<file path="config.mk">
export PLATFORM = sky130hd
export DESIGN_NAME = lvds_tx_unpacker
export DESIGN_NICKNAME = d
export VERILOG_FILES = /design/src/rtl/lvds_tx_unpacker_pkg.sv /design/src/rtl/lvds_tx_unpacker_word_fifo2.sv /design/src/rtl/lvds_tx_unpacker.sv
export SDC_FILE = /design/constraint.sdc
export NUM_CORES = 1
export LEC_CHECK = 0
export ABC_AREA = 0
export CORE_MARGIN = 1
export CORE_UTILIZATION = 45
export CTS_BUF_LIST = sky130_fd_sc_hd__clkbuf_2 sky130_fd_sc_hd__clkbuf_4 sky130_fd_sc_hd__clkbuf_8
export DETAILED_ROUTE_END_ITERATION = 8
export PLACE_DENSITY_LB_ADDON = 0.2
export SLEW_MARGIN = 20
export SYNTH_ARGS = -nofsm -noshare
export SYNTH_HDL_FRONTEND = slang
export SYNTH_HIERARCHICAL = 1
export SYNTH_SLANG_ARGS = --single-unit
</file>
<file path="constraint.sdc">
create_clock -name clk -period 4.3 [get_ports clk]
set_clock_uncertainty 0.1 [all_clocks]
set_input_delay 0.86 -clock clk [delete_from_list [all_inputs] [get_ports clk]]
set_output_delay 0.86 -clock clk [all_outputs]
set_load 0.01 [all_outputs]
</file>
<file path="src/rtl/lvds_tx_unpacker_pkg.sv">
// Shared definitions for the LVDS transmit unpacker and future BE-aware blocks.
//   LVDS_LEN / DATA_LEN / BE_LEN : default bus widths
//   state_e                      : IDLE/SHIFT encoding of the shift stage
//   lowest_set()                 : lowest-set-bit priority select (index + one-hot)
package lvds_tx_unpacker_pkg;

  localparam int unsigned LVDS_LEN = 8;
  localparam int unsigned BE_LEN   = 4;
  localparam int unsigned DATA_LEN = LVDS_LEN * BE_LEN;
  localparam int unsigned BE_IDX_W = $clog2(BE_LEN);

  typedef enum logic [0:0] {
    StIdle  = 1'b0,
    StShift = 1'b1
  } state_e;

  typedef struct packed {
    logic [BE_IDX_W-1:0] idx;
    logic [BE_LEN-1:0]   onehot;
  } lsb_sel_t;

  // Lowest set bit of mask; all-zero result when mask is empty.
  function automatic lsb_sel_t lowest_set(input logic [BE_LEN-1:0] mask);
    lsb_sel_t sel;
    sel = '0;
    // Walk downwards so the lowest set bit is the last one written.
    for (int i = BE_LEN - 1; i >= 0; i--) begin
      if (mask[i]) begin
        sel.idx       = BE_IDX_W'(i);
        sel.onehot    = '0;
        sel.onehot[i] = 1'b1;
      end
    end
    return sel;
  endfunction

endpackage

</file>
<file path="src/rtl/lvds_tx_unpacker_word_fifo2.sv">
// word_fifo2: 2-entry synchronous FIFO holding {data, be} words.
//   clk_i, rst_ni     : clock, synchronous active-low reset
//   push_i, data_i,
//   be_i              : write side; push ignored when full unless popping too
//   pop_i             : drop head; ignored when empty
//   data_o, be_o      : head entry (valid when !empty_o)
//   count_o           : occupancy 0..2
//   full_o, empty_o   : occupancy flags
module word_fifo2
  import lvds_tx_unpacker_pkg::*;
(
  input  logic                clk_i,
  input  logic                rst_ni,
  input  logic                push_i,
  input  logic [DATA_LEN-1:0] data_i,
  input  logic [BE_LEN-1:0]   be_i,
  input  logic                pop_i,
  output logic [DATA_LEN-1:0] data_o,
  output logic [BE_LEN-1:0]   be_o,
  output logic [1:0]          count_o,
  output logic                full_o,
  output logic                empty_o
);

  logic [DATA_LEN-1:0] mem_data_q [2];
  logic [BE_LEN-1:0]   mem_be_q   [2];
  logic                wr_ptr_q;
  logic                rd_ptr_q;
  logic [1:0]          count_q;
  logic                push_ok;
  logic                pop_ok;

  assign full_o  = (count_q == 2'd2);
  assign empty_o = (count_q == 2'd0);
  assign pop_ok  = pop_i && !empty_o;
  // Head is read combinationally, so writing the slot being popped is safe.
  assign push_ok = push_i && (!full_o || pop_ok);

  always_ff @(posedge clk_i) begin
    if (!rst_ni) begin
      wr_ptr_q <= 1'b0;
      rd_ptr_q <= 1'b0;
      count_q  <= 2'd0;
    end else begin
      if (push_ok) begin
        mem_data_q[wr_ptr_q] <= data_i;
        mem_be_q[wr_ptr_q]   <= be_i;
        wr_ptr_q             <= ~wr_ptr_q;
      end
      if (pop_ok) begin
        rd_ptr_q <= ~rd_ptr_q;
      end
      count_q <= count_q + {1'b0, push_ok} - {1'b0, pop_ok};
    end
  end

  assign data_o  = mem_data_q[rd_ptr_q];
  assign be_o    = mem_be_q[rd_ptr_q];
  assign count_o = count_q;

endmodule

</file>
<file path="src/rtl/lvds_tx_unpacker.sv">
// lvds_tx_unpacker: emits the enabled bytes of 32-bit words one per clock, LSB first.
//   clk, rst_n  : clock, synchronous active-low reset
//   valid_i     : input word valid; accepted when valid_i && ready_o
//   data_i      : input word, byte k at [8k+7:8k]
//   be_i        : byte enables; all-zero words are accepted and discarded
//   ready_o     : registered, buffer has room after this edge
//   data_o      : registered output byte, holds when idle
//   strob_o     : registered, data_o valid
//   busy_o      : buffer non-empty or current word still has bytes to send
module lvds_tx_unpacker #(
  parameter int unsigned LVDS_LEN = lvds_tx_unpacker_pkg::LVDS_LEN,
  parameter int unsigned DATA_LEN = lvds_tx_unpacker_pkg::DATA_LEN,
  parameter int unsigned BE_LEN   = lvds_tx_unpacker_pkg::BE_LEN
) (
  input  logic                clk,
  input  logic                rst_n,
  input  logic                valid_i,
  input  logic [DATA_LEN-1:0] data_i,
  input  logic [BE_LEN-1:0]   be_i,
  output logic                ready_o,
  output logic [LVDS_LEN-1:0] data_o,
  output logic                strob_o,
  output logic                busy_o
);

  import lvds_tx_unpacker_pkg::*;

  state_e              state_q, state_d;
  logic                ready_q, ready_d;
  logic                strob_q, strob_d;
  logic [LVDS_LEN-1:0] data_q, data_d;
  logic [DATA_LEN-1:0] cur_data_q, cur_data_d;
  logic [BE_LEN-1:0]   remain_q, remain_d;

  logic                fifo_push;
  logic                fifo_pop;
  logic [DATA_LEN-1:0] head_data;
  logic [BE_LEN-1:0]   head_be;
  logic [1:0]          fifo_count;
  logic                fifo_full;
  logic                fifo_empty;

  logic                src_valid;
  logic [DATA_LEN-1:0] src_data;
  logic [BE_LEN-1:0]   src_be;
  lsb_sel_t            sel;
  logic [1:0]          count_next;

  word_fifo2 u_fifo (
    .clk_i   (clk),
    .rst_ni  (rst_n),
    .push_i  (fifo_push),
    .data_i  (data_i),
    .be_i    (be_i),
    .pop_i   (fifo_pop),
    .data_o  (head_data),
    .be_o    (head_be),
    .count_o (fifo_count),
    .full_o  (fifo_full),
    .empty_o (fifo_empty)
  );

  // Source selection: finish the current word first, then pull the buffer head.
  always_comb begin
    fifo_pop  = 1'b0;
    src_valid = 1'b0;
    src_data  = cur_data_q;
    src_be    = remain_q;
    if (state_q == StShift && remain_q != '0) begin
      src_valid = 1'b1;
    end else if (!fifo_empty) begin
      src_valid = 1'b1;
      src_data  = head_data;
      src_be    = head_be;
      fifo_pop  = 1'b1;
    end
  end

  // Zero-BE words are acknowledged by ready_o but never enter the buffer.
  assign fifo_push = valid_i && ready_q && (be_i != '0) && (!fifo_full || fifo_pop);

  always_comb begin
    sel        = lowest_set(src_be);
    strob_d    = src_valid;
    data_d     = data_q;
    remain_d   = remain_q;
    cur_data_d = cur_data_q;
    if (src_valid) begin
      data_d     = src_data[LVDS_LEN * 32'(sel.idx) +: LVDS_LEN];
      remain_d   = src_be & ~sel.onehot;
      cur_data_d = src_data;
    end

    count_next = fifo_count + {1'b0, fifo_push} - {1'b0, fifo_pop};
    ready_d    = (count_next < 2'd2);

    state_d = state_q;
    unique case (state_q)
      StIdle:  if (fifo_push) state_d = StShift;
      StShift: if (remain_d == '0 && count_next == 2'd0) state_d = StIdle;
      default: state_d = StIdle;
    endcase
  end

  always_ff @(posedge clk) begin
    if (!rst_n) begin
      state_q    <= StIdle;
      ready_q    <= 1'b0;
      strob_q    <= 1'b0;
      data_q     <= '0;
      cur_data_q <= '0;
      remain_q   <= '0;
    end else begin
      state_q    <= state_d;
      ready_q    <= ready_d;
      strob_q    <= strob_d;
      data_q     <= data_d;
      cur_data_q <= cur_data_d;
      remain_q   <= remain_d;
    end
  end

  assign ready_o = ready_q;
  assign strob_o = strob_q;
  assign data_o  = data_q;
  assign busy_o  = (fifo_count != 2'd0) || (remain_q != '0);

endmodule

</file>
==> flow_summary.json <==
{
  "syn_area_um2": 5220,
  "route.detailed.drc": 0,
  "synth_edf_count": 72,
  "clk_latency_ps": 420,
  "drt_iter0_markers": 261,
  "area_growth_pct": 20.5,
  "num_io_pins": 50,
  "crit_type": "flop to output pin",
  "synthesis.nets": 450,
  "met2_length_um": 4980,
  "crit_path_end_kind": "output pin",
  "drive_gt1_share_pct": 21.3,
  "cts-root-buf": "clkbuf_8",
  "grt_max_degree": 37,
  "synth_top_cell_area_share_pct": 41.4,
  "cts_tree": "yes",
  "ys.flop_type": "edfxtp_1",
  "die_w_um": 110,
  "grt_antenna_before_repair": 0,
  "initial_utilization_pct": 47.1,
  "synth.avg_cell_area_um2": 12.8,
  "numCtsBuffers": 17,
  "place_congestion": 0.805,
  "dieArea_um2": 12000,
  "hold_class": "flop to flop",
  "post_drt_wl_per_cell_um": 17.1,
  "grt_pass1_wl_um": 16900,
  "grt_usage_pct": 19.0,
  "wl_um": 10600,
  "num-nets-final": 507,
  "required_ps": 3340,
  "cts_resized": 0,
  "ys_seq_area_share_pct": 61.4,
  "powerDensity_nw_per_um2": 604,
  "dr.pass1.iters": 5,
  "netlist_top_cells_area": "edfxtp_1, dfxtp_1, mux2_2",
  "nFillCells": 957,
  "cellLeakagePower_nw": 2.19,
  "grt_pass1_vias": 3413,
  "clkSinkCount": 124,
  "final_antenna_net_count": 0,
  "dp_hpwl_um": 6880,
  "critPathArrivalTime_ps": 2290,
  "holdBufCountCts": 0,
  "vias_per_cell": 5.59,
  "async_flop_share_pct": 0,
  "run_status": "finished clean",
  "post_cts_buffers": 0,
  "min_period_ps": 3250,
  "fin_setup_tns_ps": 0,
  "synth_top_area_cell": "edfxtp_1",
  "multi_input_area_um2": 1860,
  "port_buffers": 49,
  "die_y_um": 110,
  "layout_commonest_cell": "edfxtp_1",
  "final-hold-violation-count": 0,
  "seq_area_um2": 3200,
  "num_vias": 3452,
  "clk_pin_slew_ps": 70,
  "met3WireLength_um": 508,
  "worst_pin_slew_ps": 750,
  "met1_length_um": 4970,
  "htree_levels": 4,
  "max_freq_ghz": 0.307,
  "peakVddDrop_uv": 245,
  "synth-seq-cells": 124,
  "finalMaxSlewViolations": 0,
  "setup_violations": 0,
  "dp_worst_setup_slack_ps": 895,
  "period_share_pct": 75.6,
  "clockBufferDepth": 2,
  "fp.coreArea_um2": 11100,
  "rows": 38,
  "grt_setup_unrepaired": "no",
  "yosysWarnings": 6,
  "highest_layer": "met4",
  "start_kind": "flop",
  "maxSlewHeadroom_pct": 50.0,
  "layout_common_cells": "edfxtp_1, dfxtp_1, clkdlybuf4s50_1",
  "max_cap_viol_count": 0,
  "antenna_cells": 0,
  "grt.overflow.total": 0,
  "worst_slack_ps": 1050,
  "synthDistinctLibCells": 53,
  "critPathMaxFanout": 7,
  "synth_cells": 408
}
==> metrics by stage <==
step / util [%] / cells / cell area (um2) / power (mW) / hold slack (ps)
after global placement: 53.0 / 586 / 5870 / 2.72 / 343
after global routing: 56.7 / 618 / 6290 / 4.00 / 373
after CTS: 56.7 / 618 / 6290 / 3.82 / 357
after detailed placement: 53.0 / 586 / 5870 / 2.75 / 346
final: 56.7 / 618 / 6290 / 3.79 / 360
after floorplan: - / 408 / 5220 / 2.41 / 336
==> power breakdown <==
part           leakage (nW)  internal (mW)  switching [mW]  total [mW]
clock                 0.215          0.585           0.483        1.07
combinational         0.903          0.531           0.634        1.16
sequential             1.08           1.47          0.0933        1.56
==> routing by layer <==
layer	vias up	track usage, %
met1	1668	25.5
met2	104	30.3
met5	-	0
li1	1670	-
met3	10	4.33
met4	0	6.95
==> registers in the layout, summed over array words and instances (netlist names), 2 cells and up, named ones only <==
name,count
cur_data_q,32
u_fifo/mem_data_q,64
data_o,8
u_fifo/mem_be_q,8
remain_q,4
u_fifo/count_o,2
==> critical path, cell delays in order, from the launching register on <==
cell and delay, ps:
dfxtp_1 380, or4_1 580, or3_2 420, clkdlybuf4s50_1 490
==> synthesized netlist by cell type, types with 2 or more instances <==
cell       n
a21o_1     2
a21oi_1   26
a221oi_1  12
a222oi_1   4
a31oi_1    2
a32oi_1    2
and2_1     8
and3_1     2
buf_2      2
buf_6      6
clkbuf_1  14
dfxtp_1   52
edfxtp_1  72
ha_1       3
inv_1      7
mux2_2    41
mux2_4     4
mux2i_1   13
nand2_1   25
nand2b_1   5
nand3_1   15
nand4_1    4
nor2_1    20
o211ai_1   5
o211ai_2   4
o21a_1     2
o21ai_0   27
o21ai_1    2
or4_1      2
xnor2_1    2
==> layout make-up <==
cell class	instances	area share, %
multi-input combinational	252	29.6
timing repair buffer	62	9.55
clock inverter	15	2.95
tap	140	2.79
inverter	8	0.478
sequential	124	51.0
clock buffer	17	3.72
==> final timing paths <==
path / startpoint / end / slack [ps] / cells past startpoint
setup / recovery: remain_q[2] / busy_o / 1050 / 3
hold / removal: cur_data_q[27] / cur_data_q[27] / 360 / 2
setup reg to reg: remain_q[2] / u_fifo/mem_data_q[1][14] / 1160 / 7
hold reg to reg: cur_data_q[27] / cur_data_q[27] / 360 / 2
==> kinds of logic (layout without fill, tap and decap cells) <==
logic type	count (synthesis)	in the layout	synth area share, %
DFF	124	124	61.4
AOI/OAI and AO/OA	98	98	13.0
and+or+nand+nor	90	90	8.61
muxes	58	58	12.5
buffers and inverters	32	102	3.29
adders and majority gates	3	3	0.720
xor gates and xnor gates	3	3	0.504
(Power assumes the default switching activity.)
